## src/rtl/casez_state_seq.sv

```systemverilog
// casez_state_seq -- run-sequence controller producing the 3-bit state code
// read by a downstream casez decoder (000/001 -> 1, 01?/1?? -> 0).
//
// Sequence: IDLE -> ARM -> RUN_A/RUN_B alternating for RUN_LEN unheld
// cycles -> DONE -> IDLE. An abort in ARM/RUN goes through ABORT, and an
// optional hold watchdog goes through TIMEOUT. Illegal codes recover to IDLE
// and set the sticky error flag.
//
// Optional feature: define CASEZ_STATE_SEQ_WDOG_EN to build the hold
// watchdog (8-bit consecutive-hold counter, TIMEOUT after WDOG_MAX held
// cycles). When it is not defined, hold may freeze RUN indefinitely and code
// 110 is recovered like an illegal code.
//
// Parameters:
//   RUN_LEN   non-held RUN cycles per sequence (2..256)
//   WDOG_MAX  consecutive held RUN cycles before timeout (1..255)
// Ports:
//   clk_i    clock, rising edge
//   rst_ni   asynchronous active-low reset
//   start_i  sequence request, sampled only in IDLE
//   abort_i  abandon sequence, honoured in ARM and RUN
//   hold_i   freeze RUN progress while high
//   state_o  registered state code
//   busy_o   high in ARM, RUN_A, RUN_B
//   done_o   high exactly while state_o is DONE
//   err_o    sticky error, cleared by the next accepted start
module casez_state_seq #(
  parameter int RUN_LEN  = 8,
  parameter int WDOG_MAX = 15
) (
  input  logic       clk_i,
  input  logic       rst_ni,
  input  logic       start_i,
  input  logic       abort_i,
  input  logic       hold_i,
  output logic [2:0] state_o,
  output logic       busy_o,
  output logic       done_o,
  output logic       err_o
);

  localparam int CW = (RUN_LEN > 1) ? $clog2(RUN_LEN) : 1;
  localparam logic [CW-1:0] LAST = CW'(RUN_LEN - 1);

  if (RUN_LEN < 2 || RUN_LEN > 256) begin : g_bad_run_len
    $error("casez_state_seq: RUN_LEN must be in 2..256");
  end
  if (WDOG_MAX < 1 || WDOG_MAX > 255) begin : g_bad_wdog_max
    $error("casez_state_seq: WDOG_MAX must be in 1..255");
  end

  typedef enum logic [2:0] {
    S_IDLE    = 3'b000,
    S_ARM     = 3'b001,
    S_RUN_A   = 3'b010,
    S_RUN_B   = 3'b011,
    S_DONE    = 3'b100,
    S_ABORT   = 3'b101,
    S_TIMEOUT = 3'b110
  } state_e;

  // Kept as a plain 3-bit vector so every code, including 111, is
  // representable and recoverable.
  logic [2:0]    state_q, state_d;
  logic [CW-1:0] cnt_q, cnt_d;
  logic          err_q, err_d;
  logic          busy_q, busy_d;
  logic          done_q, done_d;

`ifdef CASEZ_STATE_SEQ_WDOG_EN
  localparam logic [7:0] WDOG_LIM = 8'(WDOG_MAX);
  logic [7:0] hcnt_q, hcnt_d;
`endif

  always_comb begin
    state_d = state_q;
    cnt_d   = cnt_q;
    err_d   = err_q;
`ifdef CASEZ_STATE_SEQ_WDOG_EN
    hcnt_d  = hcnt_q;
`endif
    case (state_q)
      S_IDLE: begin
        if (start_i) begin
          state_d = S_ARM;
          cnt_d   = '0;
          err_d   = 1'b0;
`ifdef CASEZ_STATE_SEQ_WDOG_EN
          hcnt_d  = '0;
`endif
        end
      end
      S_ARM: begin
        if (abort_i) begin
          state_d = S_ABORT;
          err_d   = 1'b1;
        end else begin
          state_d = S_RUN_A;
        end
      end
      S_RUN_A, S_RUN_B: begin
        if (abort_i) begin
          state_d = S_ABORT;
          err_d   = 1'b1;
        end else if (hold_i) begin
          // Held: state and run counter frozen.
`ifdef CASEZ_STATE_SEQ_WDOG_EN
          if (hcnt_q == WDOG_LIM) begin
            state_d = S_TIMEOUT;
            err_d   = 1'b1;
          end else begin
            hcnt_d = hcnt_q + 8'd1;
          end
`endif
        end else begin
`ifdef CASEZ_STATE_SEQ_WDOG_EN
          hcnt_d = '0;
`endif
          if (cnt_q == LAST) begin
            state_d = S_DONE;
          end else begin
            cnt_d   = cnt_q + 1'b1;
            state_d = (state_q == S_RUN_A) ? S_RUN_B : S_RUN_A;
          end
        end
      end
      S_DONE, S_ABORT: state_d = S_IDLE;
`ifdef CASEZ_STATE_SEQ_WDOG_EN
      S_TIMEOUT: state_d = S_IDLE;
`endif
      default: begin
        // 111 always, and 110 when the watchdog is not built.
        state_d = S_IDLE;
        err_d   = 1'b1;
      end
    endcase

    // Decoded from the next state so the flag flops change on the same
    // edge as state_q.
    busy_d = (state_d == S_ARM) || (state_d == S_RUN_A) || (state_d == S_RUN_B);
    done_d = (state_d == S_DONE);
  end

  always_ff @(posedge clk_i or negedge rst_ni) begin
    if (!rst_ni) begin
      state_q <= S_IDLE;
      cnt_q   <= '0;
      err_q   <= 1'b0;
      busy_q  <= 1'b0;
      done_q  <= 1'b0;
`ifdef CASEZ_STATE_SEQ_WDOG_EN
      hcnt_q  <= '0;
`endif
    end else begin
      state_q <= state_d;
      cnt_q   <= cnt_d;
      err_q   <= err_d;
      busy_q  <= busy_d;
      done_q  <= done_d;
`ifdef CASEZ_STATE_SEQ_WDOG_EN
      hcnt_q  <= hcnt_d;
`endif
    end
  end

  assign state_o = state_q;
  assign busy_o  = busy_q;
  assign done_o  = done_q;
  assign err_o   = err_q;

endmodule
```

## config.mk

```make
export PLATFORM = sky130hd
export DESIGN_NAME = casez_state_seq
export DESIGN_NICKNAME = d
export VERILOG_FILES = /design/src/rtl/casez_state_seq.sv
export SDC_FILE = /design/constraint.sdc
export NUM_CORES = 1
export LEC_CHECK = 0
export ABC_CLOCK_PERIOD_IN_PS = 2400
export CAP_MARGIN = 10
export CELL_PAD_IN_SITES_DETAIL_PLACEMENT = 0
export CELL_PAD_IN_SITES_GLOBAL_PLACEMENT = 1
export CORE_AREA = 2 2 39 41
export DETAILED_ROUTE_END_ITERATION = 6
export DIE_AREA = 0 0 41 43
export PLACE_DENSITY_LB_ADDON = 0.1
export SLEW_MARGIN = 20
export SYNTH_ARGS = -nofsm -noshare
export SYNTH_HDL_FRONTEND = slang
export SYNTH_SLANG_ARGS = --single-unit
```

## constraint.sdc

```tcl
create_clock -name clk_i -period 2.4 [get_ports clk_i]
set_clock_uncertainty 0.1 [all_clocks]
set_input_delay 0.48 -clock clk_i [delete_from_list [all_inputs] [get_ports clk_i]]
set_output_delay 0.48 -clock clk_i [all_outputs]
set_load 0.01 [all_outputs]
```

== Word-level counts from Yosys, hierarchy flattened ==
Index checks and enable logic that the tools add are counted.

* Register bits: 9
* Input bits: 5
* Output and inout bits: 6
* Word-level logic and storage cells: 46

* $add $sub $neg: 1
* Equal/unequal tests: 15
* Muxes and demuxes: 15
* Bitwise gates (word level): 1
* Reduce and logical (&&, ||, !) cells: 9

{| class="wikitable"
|+ Operators with widths
! operator !! number
|-
| $mux 3 || 9
|-
| $eq 3x2->1 const B || 4
|-
| $eq 3x3->1 const B || 4
|-
| $pmux 3 s3 || 1
|-
| $ne 2x2->1 const B || 4
|-
| $eq 3x1->1 const B || 2
|-
| $pmux 3 s2 || 1
|-
| $reduce_and 5->1 || 1
|-
| $reduce_or 2->1 || 2
|-
| $add 3x1->3 const B || 1
|-
| $logic_not 3->1 || 1
|-
| $mux 1 || 3
|-
| $pmux 1 s3 || 1
|-
| $reduce_and 3->1 || 1
|-
| $reduce_or 3->1 || 1
|-
| $logic_or 1x1->1 || 2
|-
| $ne 2x1->1 const B || 1
|-
| $reduce_bool 2->1 || 1
|-
| $not 1->1 || 1
|}

== Logic depth before layout (Yosys ltp) ==
Gate-level depths: netlist (run 1).

* Word-level depth: 9
* Gate-level depth with buffers: 5
* Mapped depth without buffers: 5

== Least setup slack after synthesis (run 1) ==
No wires, ideal clock.

* Path kind: reg2reg
* From: register cnt_q[0]
* To: register cnt_q[0]
* Library setup time: 0.079 ns
* Data arrival time: 1.376 ns
* Required time: 2.221 ns
* Setup slack: 0.845 ns
* Cell stages (with the launch flop): 5
* Buffers on the path: 0
* Cell sequence: dfrtp_1 ha_1 ha_1 nor4_2 mux2i_1

* Cells in the longest elaborated chain, start to end: 5

{| class="wikitable"
|+ RTL lines
! element !! line !! source
|-
| from (decl) || 65 || <nowiki>logic [CW-1:0] cnt_q, cnt_d;</nowiki>
|-
| from (signal assigned) || 156 || <nowiki>cnt_q <= cnt_d;</nowiki>
|-
| $add 3x1->3 || 122 || <nowiki>cnt_d = cnt_q + 1'b1;</nowiki>
|-
| $mux 3 || 119 || <nowiki>if (cnt_q == LAST) begin</nowiki>
|-
| $mux 3 || 105 || <nowiki>end else if (hold_i) begin</nowiki>
|-
| $mux 3 || 102 || <nowiki>if (abort_i) begin</nowiki>
|-
| $pmux 3 s2 || 82 || <nowiki>case (state_q)</nowiki>
|}

Parallel ways exist; a longest one is shown, timed or not. The select of a mux whose other input is x is not followed.
A chain may end at the register's enable or synchronous reset.

== Final worst setup path (run 1) ==
* From: register state_q[2], in the netlist state_o[2]
* To: output port state_o[2]

{| class="wikitable"
|+ RTL lines
! element !! line !! source
|-
| from (decl) || 64 || <nowiki>logic [2:0] state_q, state_d;</nowiki>
|-
| from (signal assigned) || 155 || <nowiki>state_q <= state_d;</nowiki>
|-
| to (decl) || 36 || <nowiki>output logic [2:0] state_o,</nowiki>
|}

No word-level cell between the ends.

==> results of run 1 <==
-- registers in the layout (all words and copies together) (netlist names) --
signal and flops:
busy_o 1, cnt_q 3, done_o 1, err_o 1, state_o 3
-- metrics by stage --
stage	area [µm²]	worst slack, ps	std cells
6_report	591	425	71
5_1_grt	591	358	71
4_1_cts	591	414	71
3_5_place_dp	564	366	67
3_3_place_gp	564	477	67
2_1_floorplan	455	845	42
-- placed cells by master (no fill, tap or decap) --
cell type | netlist | routed
clkbuf_4 | 0 | 3
nand3b_1 | 1 | 1
or2_2 | 1 | 1
ha_1 | 2 | 2
nor2b_1 | 1 | 1
o21ai_0 | 3 | 3
nand2_1 | 4 | 4
nor3_1 | 2 | 2
nor2_1 | 1 | 1
a31oi_1 | 1 | 1
o31a_1 | 1 | 1
or3b_1 | 1 | 1
a21oi_1 | 2 | 2
clkbuf_1 | 0 | 1
or4b_4 | 1 | 1
inv_1 | 3 | 3
nor4_2 | 1 | 1
nand2b_2 | 1 | 1
mux2i_1 | 3 | 3
a211oi_1 | 1 | 1
dfrtp_1 | 9 | 9
clkdlybuf4s50_1 | 0 | 10
o31ai_1 | 1 | 1
nand3_1 | 1 | 1
-- report_power, final --
group | leakage (nW) | internal [mW] | switching, mW
Sequential | 0.118 | 0.199 | 0.0712
Clock | 0.0150 | 0.0640 | 0.0519
Combinational | 0.112 | 0.127 | 0.0915
Total | 0.245 | 0.390 | 0.215
-- cell families (layout without fill, tap and decap cells) --
kind of cell	after synthesis	count (layout)	synth area share (%)
multiplexers	3	3	6.59
flip-flops	9	9	49.5
AND/OR/NAND/NOR	15	15	21.4
AO/OA/AOI/OAI	9	9	12.1
adder cells (fa/ha/maj)	2	2	5.49
buffers and inverters	4	17	4.94
-- area by class of cell --
type                    instances  area (µm²)
flip-flops and latches          9         225
inverters                       3        11.3
repair buffers                 10         100
multi-input cells              29         208
clock buffers                   4        26.3
well taps                      16        20.0
fillers                       141         793
-- path summary, 6_finish.rpt --
check	startpoint	end	slack, ps
max	state_o[2]$_DFF_PN0_	state_o[2]	420
min	rst_ni	state_o[0]$_DFF_PN0_	410
max reg2reg	cnt_q[0]$_DFFE_PN0P_	cnt_q[0]$_DFFE_PN0P_	660
min reg2reg	cnt_q[0]$_DFFE_PN0P_	cnt_q[0]$_DFFE_PN0P_	420
max in group asynchronous	rst_ni	state_o[2]$_DFF_PN0_	1500
min in group clk_i	cnt_q[0]$_DFFE_PN0P_	cnt_q[0]$_DFFE_PN0P_	420
-- per-layer routing --
| metal | global-route usage, % | vias up | share of wire [%] |
|---|---|---|---|
| li1 | - | 179 | - |
| met2 | 22.5 | 13 | 50 |
| met3 | 4.71 | 2 | 6.2 |
| met1 | 16.2 | 174 | 43 |
| met5 | 0 | - | 0 |
| met4 | 10.0 | 0 | 1.0 |
==> impl_metrics.env, run 1 <==
export IMPL_cp_start_kind="flip-flop"
export IMPL_dieArea_um2=1760
export IMPL_slowest_delay_ps=610
export IMPL_hold_viol=0
export IMPL_routed_wl_um=965
export IMPL_layout_nets=63
export IMPL_cap_violations=0
export IMPL_ys_seq_area_share_pct=49.5
export IMPL_area_growth_syn_to_layout_pct=29.7
export IMPL_power_leakage_nw=0.245
export IMPL_crit_buf_inv=1
export IMPL_synth_edff_count=0
export IMPL_synth_flop_cell="dfrtp_1"
export IMPL_synth_commonest_cells="9 x dfrtp_1, 4 x nand2_1, 3 x inv_1, 3 x mux2i_1, 3 x o21ai_0"
export IMPL_antennaDiodeCount=0
export IMPL_root_buffer="clkbuf_4"
export IMPL_cts_tree="built"
export IMPL_status="finished, final reports clean"
export IMPL_core_rowCount=14
export IMPL_ys_ff_latch=9
export IMPL_vias_per_cell=5.18
export IMPL_antenna_found_initial=0
export IMPL_powerDensity_nw_per_um2=1020
export IMPL_fin_crit_sh_pct=82.3
export IMPL_maxSlewViolCount=0
export IMPL_synth_fp_nets=49
export IMPL_die_h_um=43
export IMPL_worstSetupEndpointType="output pin"
export IMPL_postSynthAreaPerCell_um2=10.8
export IMPL_routedWlPerCell_um=13.6
export IMPL_clkSinkCount=9
export IMPL_ctsHtreeMaxLevel=1
export IMPL_cts_buffers=3
export IMPL_worstRegToRegCells=4
export IMPL_cp_cell_sequence="clkdlybuf4s50_1"
export IMPL_synth_cells=42
export IMPL_grt_pass1_vias=375
export IMPL_first_pass_iters=4
export IMPL_die_width_um=41
export IMPL_max_vdd_ir_drop_mv=0.351
export IMPL_setup_viol=0
export IMPL_final_util_pct=42.7
export IMPL_worst_path_max_fanout=10
export IMPL_required_ps=1820
export IMPL_cp_depth=1
export IMPL_gr_total_overflow=0
export IMPL_place_gp_congestion=0.652
export IMPL_worstHoldPathType="input pin to asynchronous set/reset pin"
export IMPL_drcViolationCount=0
export IMPL_tightest_slew_ps=505
export IMPL_post_cts_buffers=0
export IMPL_fmax_mhz=506
export IMPL_drtIter0Drc=4
export IMPL_rsz0062_at_grt="no"
export IMPL_min_period_ps=1980
export IMPL_grt_pass1_wl_um=1640
export IMPL_slew_headroom_pct=66.0
export IMPL_port_buffers=10
export IMPL_clock_latency_ps=260
export IMPL_synth_warnings=0
export IMPL_ctsResizeCount=0
export IMPL_crit_family="buffers and inverters"
export IMPL_ios=11
export IMPL_crit_slowest_cell="clkdlybuf4s50_1"
export IMPL_synth_top_area_cell="dfrtp_1"
export IMPL_synth_area_um2=455
export IMPL_synth_top_area_share_pct=49.5
export IMPL_initial_core_util_pct=32.9
export IMPL_grt_max_degree=11
export IMPL_ant_nets=0
export IMPL_fin_tns_setup_ps=0
export IMPL_drive_above_1_share_pct=12.7
export IMPL_report_power_total_mw=0.604
export IMPL_ys_types=22
export IMPL_routed_via_count=368
export IMPL_worst_ep_arrival_time_ps=1400
export IMPL_grt_use_total_pct=14.7
export IMPL_hold_slack_ps=411
export IMPL_core_area_um2=1380
export IMPL_clkSlewWorstSetupHoldPaths_ps=60
export IMPL_post_synth_top_count_cell="dfrtp_1"
export IMPL_yosys_top_cells_area="dfrtp_1 49%, mux2i_1 6.6%, ha_1 5.5%, o21ai_0 3.3%, nand2_1 3.3%"
export IMPL_worstSetupPathType="flip-flop to output pin"
export IMPL_cts_hold_buf=0
export IMPL_synthArstFlopShare_pct=100
export IMPL_clk_path_buf_depth=2
Note: power is estimated with default switching activity, not from simulation.
==> run 2: changes to the inputs <==
ABC_CLOCK_PERIOD_IN_PS = 1700   (was 2400)
CORE_AREA = not set   (was 2 2 39 41)
CORE_ASPECT_RATIO = 0.9   (was not set)
CORE_MARGIN = 2   (was not set)
CORE_UTILIZATION = 31   (was not set)
DIE_AREA = not set   (was 0 0 41 43)
clock period = 1.7 ns   (was 2.4 ns; I/O delays follow)
==> run 2 against run 1 <==
Cell area up 8.1%. Register-to-register slack worse by 560 ps. Routed wire length down 7.8%. Sequential share of layout area down 2.8 points. Via count up 2.4%. Critical path depth unchanged. First-iteration DRC count down 25%.
==> impl_metrics.env, run 2 (synthesized netlist as in run 1, its figures left out) <==
export IMPL_min_period_ps=1610
export IMPL_clkSlewWorstSetupHoldPaths_ps=70
export IMPL_drtIter0Drc=3
export IMPL_worstSetupEndpointType="output pin"
export IMPL_port_buffers=10
export IMPL_area_growth_syn_to_layout_pct=40.1
export IMPL_tightest_slew_ps=410
export IMPL_powerDensity_nw_per_um2=1420
export IMPL_grt_pass1_vias=355
export IMPL_power_leakage_nw=0.275
export IMPL_first_pass_iters=2
export IMPL_die_h_um=40.4
export IMPL_worst_ep_arrival_time_ps=1170
export IMPL_ctsHtreeMaxLevel=1
export IMPL_drcViolationCount=0
export IMPL_max_vdd_ir_drop_mv=0.501
export IMPL_antennaDiodeCount=0
export IMPL_clock_latency_ps=260
export IMPL_cp_start_kind="flip-flop"
export IMPL_crit_family="buffers and inverters"
export IMPL_placed_area_um2=608
export IMPL_root_buffer="clkbuf_4"
export IMPL_slowest_delay_ps=540
export IMPL_routed_wl_um=890
export IMPL_antenna_found_initial=0
export IMPL_clk_path_buf_depth=2
export IMPL_setup_slack_ps=85.7
export IMPL_routed_via_count=377
export IMPL_worstRegToRegCells=5
export IMPL_cp_cell_sequence="clkdlybuf4s50_1"
export IMPL_ant_nets=0
export IMPL_cts_buffers=3
export IMPL_fin_crit_sh_pct=95.0
export IMPL_cp_depth=1
export IMPL_cap_violations=0
export IMPL_setup_viol=0
export IMPL_crit_reg2reg_launch="cnt_q[0]$_DFFE_PN0P_"
export IMPL_worstHoldPathType="input pin to asynchronous set/reset pin"
export IMPL_r2r_slack_ps=100
export IMPL_dp_cells=72
export IMPL_worstSetupPathType="flip-flop to output pin"
export IMPL_die_width_um=44.4
export IMPL_required_ps=1260
export IMPL_routedWlPerCell_um=11.7
export IMPL_crit_slowest_cell="clkdlybuf4s50_1"
export IMPL_dieArea_um2=1790
export IMPL_grt_pass1_wl_um=1570
export IMPL_grt_max_degree=10
export IMPL_rr_endpoint="cnt_q[0]$_DFFE_PN0P_"
export IMPL_core_area_um2=1420
export IMPL_drive_above_1_share_pct=24.6
export IMPL_worst_path_max_fanout=3
export IMPL_layout_nets=69
export IMPL_report_power_total_mw=0.905
export IMPL_dp_hpwl_um=738
export IMPL_gr_total_overflow=0
export IMPL_ios=11
export IMPL_startpoint="state_o[2]$_DFF_PN0_"
export IMPL_fmax_mhz=619
export IMPL_stdcell_count=76
export IMPL_slew_headroom_pct=72.6
export IMPL_final_area_um2=638
export IMPL_place_gp_congestion=0.762
export IMPL_cts_tree="built"
export IMPL_rsz0062_at_grt="no"
export IMPL_grt_use_total_pct=13.0
export IMPL_crit_buf_inv=1
export IMPL_layout_common_cells="10 x clkdlybuf4s50_1, 9 x dfrtp_1, 6 x buf_4"
export IMPL_pre_cts_slack_ps=-31.7
export IMPL_initial_core_util_pct=32.2
export IMPL_maxSlewViolCount=0
export IMPL_core_rowCount=13
export IMPL_vias_per_cell=4.96
export IMPL_post_cts_buffers=0
export IMPL_final_common_cell="clkdlybuf4s50_1"
export IMPL_status="finished, final reports clean"
export IMPL_clkSinkCount=9
export IMPL_fin_tns_setup_ps=0
export IMPL_hold_viol=0
export IMPL_crit_end="state_o[2]"
[run 2: cell count changes in the layout (fill, tap and decap cells not counted), sizes merged]
| cell | previous run | this run |
|---|---|---|
| clkinv | 0 | 1 |
| clkbuf | 4 | 3 |
| buf | 0 | 6 |
[run 2: worst min-delay path by stage]
stage / to / slack (ps) / cells after the start
after global routing: done_o$_DFF_PN0_ / 310 / 1
after CTS: busy_o$_DFF_PN0_ / 290 / 1
after floorplan: busy_o$_DFF_PN0_ / -60 / 0
after global placement: cnt_q[0]$_DFFE_PN0P_ / 370 / 1
final: done_o$_DFF_PN0_ / 270 / 1
after detailed placement: cnt_q[0]$_DFFE_PN0P_ / 420 / 1
[run 2: final cells by class]
type | count | area, µm²
clock buffers | 3 | 22.5
clock inverters | 1 | 5.00
fillers | 148 | 777
inverters | 3 | 11.3
multi-input cells | 29 | 210
flip-flops and latches | 9 | 225
well taps | 15 | 18.8
repair buffers | 16 | 145
[run 2: metal layers]
layer / part of all wire (%) / GRT usage (%)
met1: 51 / 16.2
met2: 43 / 19.9
met5: 0 / 0
met4: 0.90 / 9.09
met3: 5.1 / 3.15
[run 2: report_power, final]
group | total, mW | internal [mW] | switching [mW]
Combinational | 0.420 | 0.224 | 0.196
Sequential | 0.319 | 0.281 | 0.0376
Clock | 0.166 | 0.0868 | 0.0789
[run 2: through the flow]
step                      hold WS (ps)  util (%)
after floorplan                  -55.6         -
after global placement             372      43.0
after detailed placement           419      43.0
after CTS                          290      44.9
after global routing               313      45.1
final                              272      45.1
[run 2: repair_timing]
item                                    4_1_cts  5_1_grt
endpoints found under the setup margin        0        2
gates resized for setup                       0        1
hold buffers                                  0        0
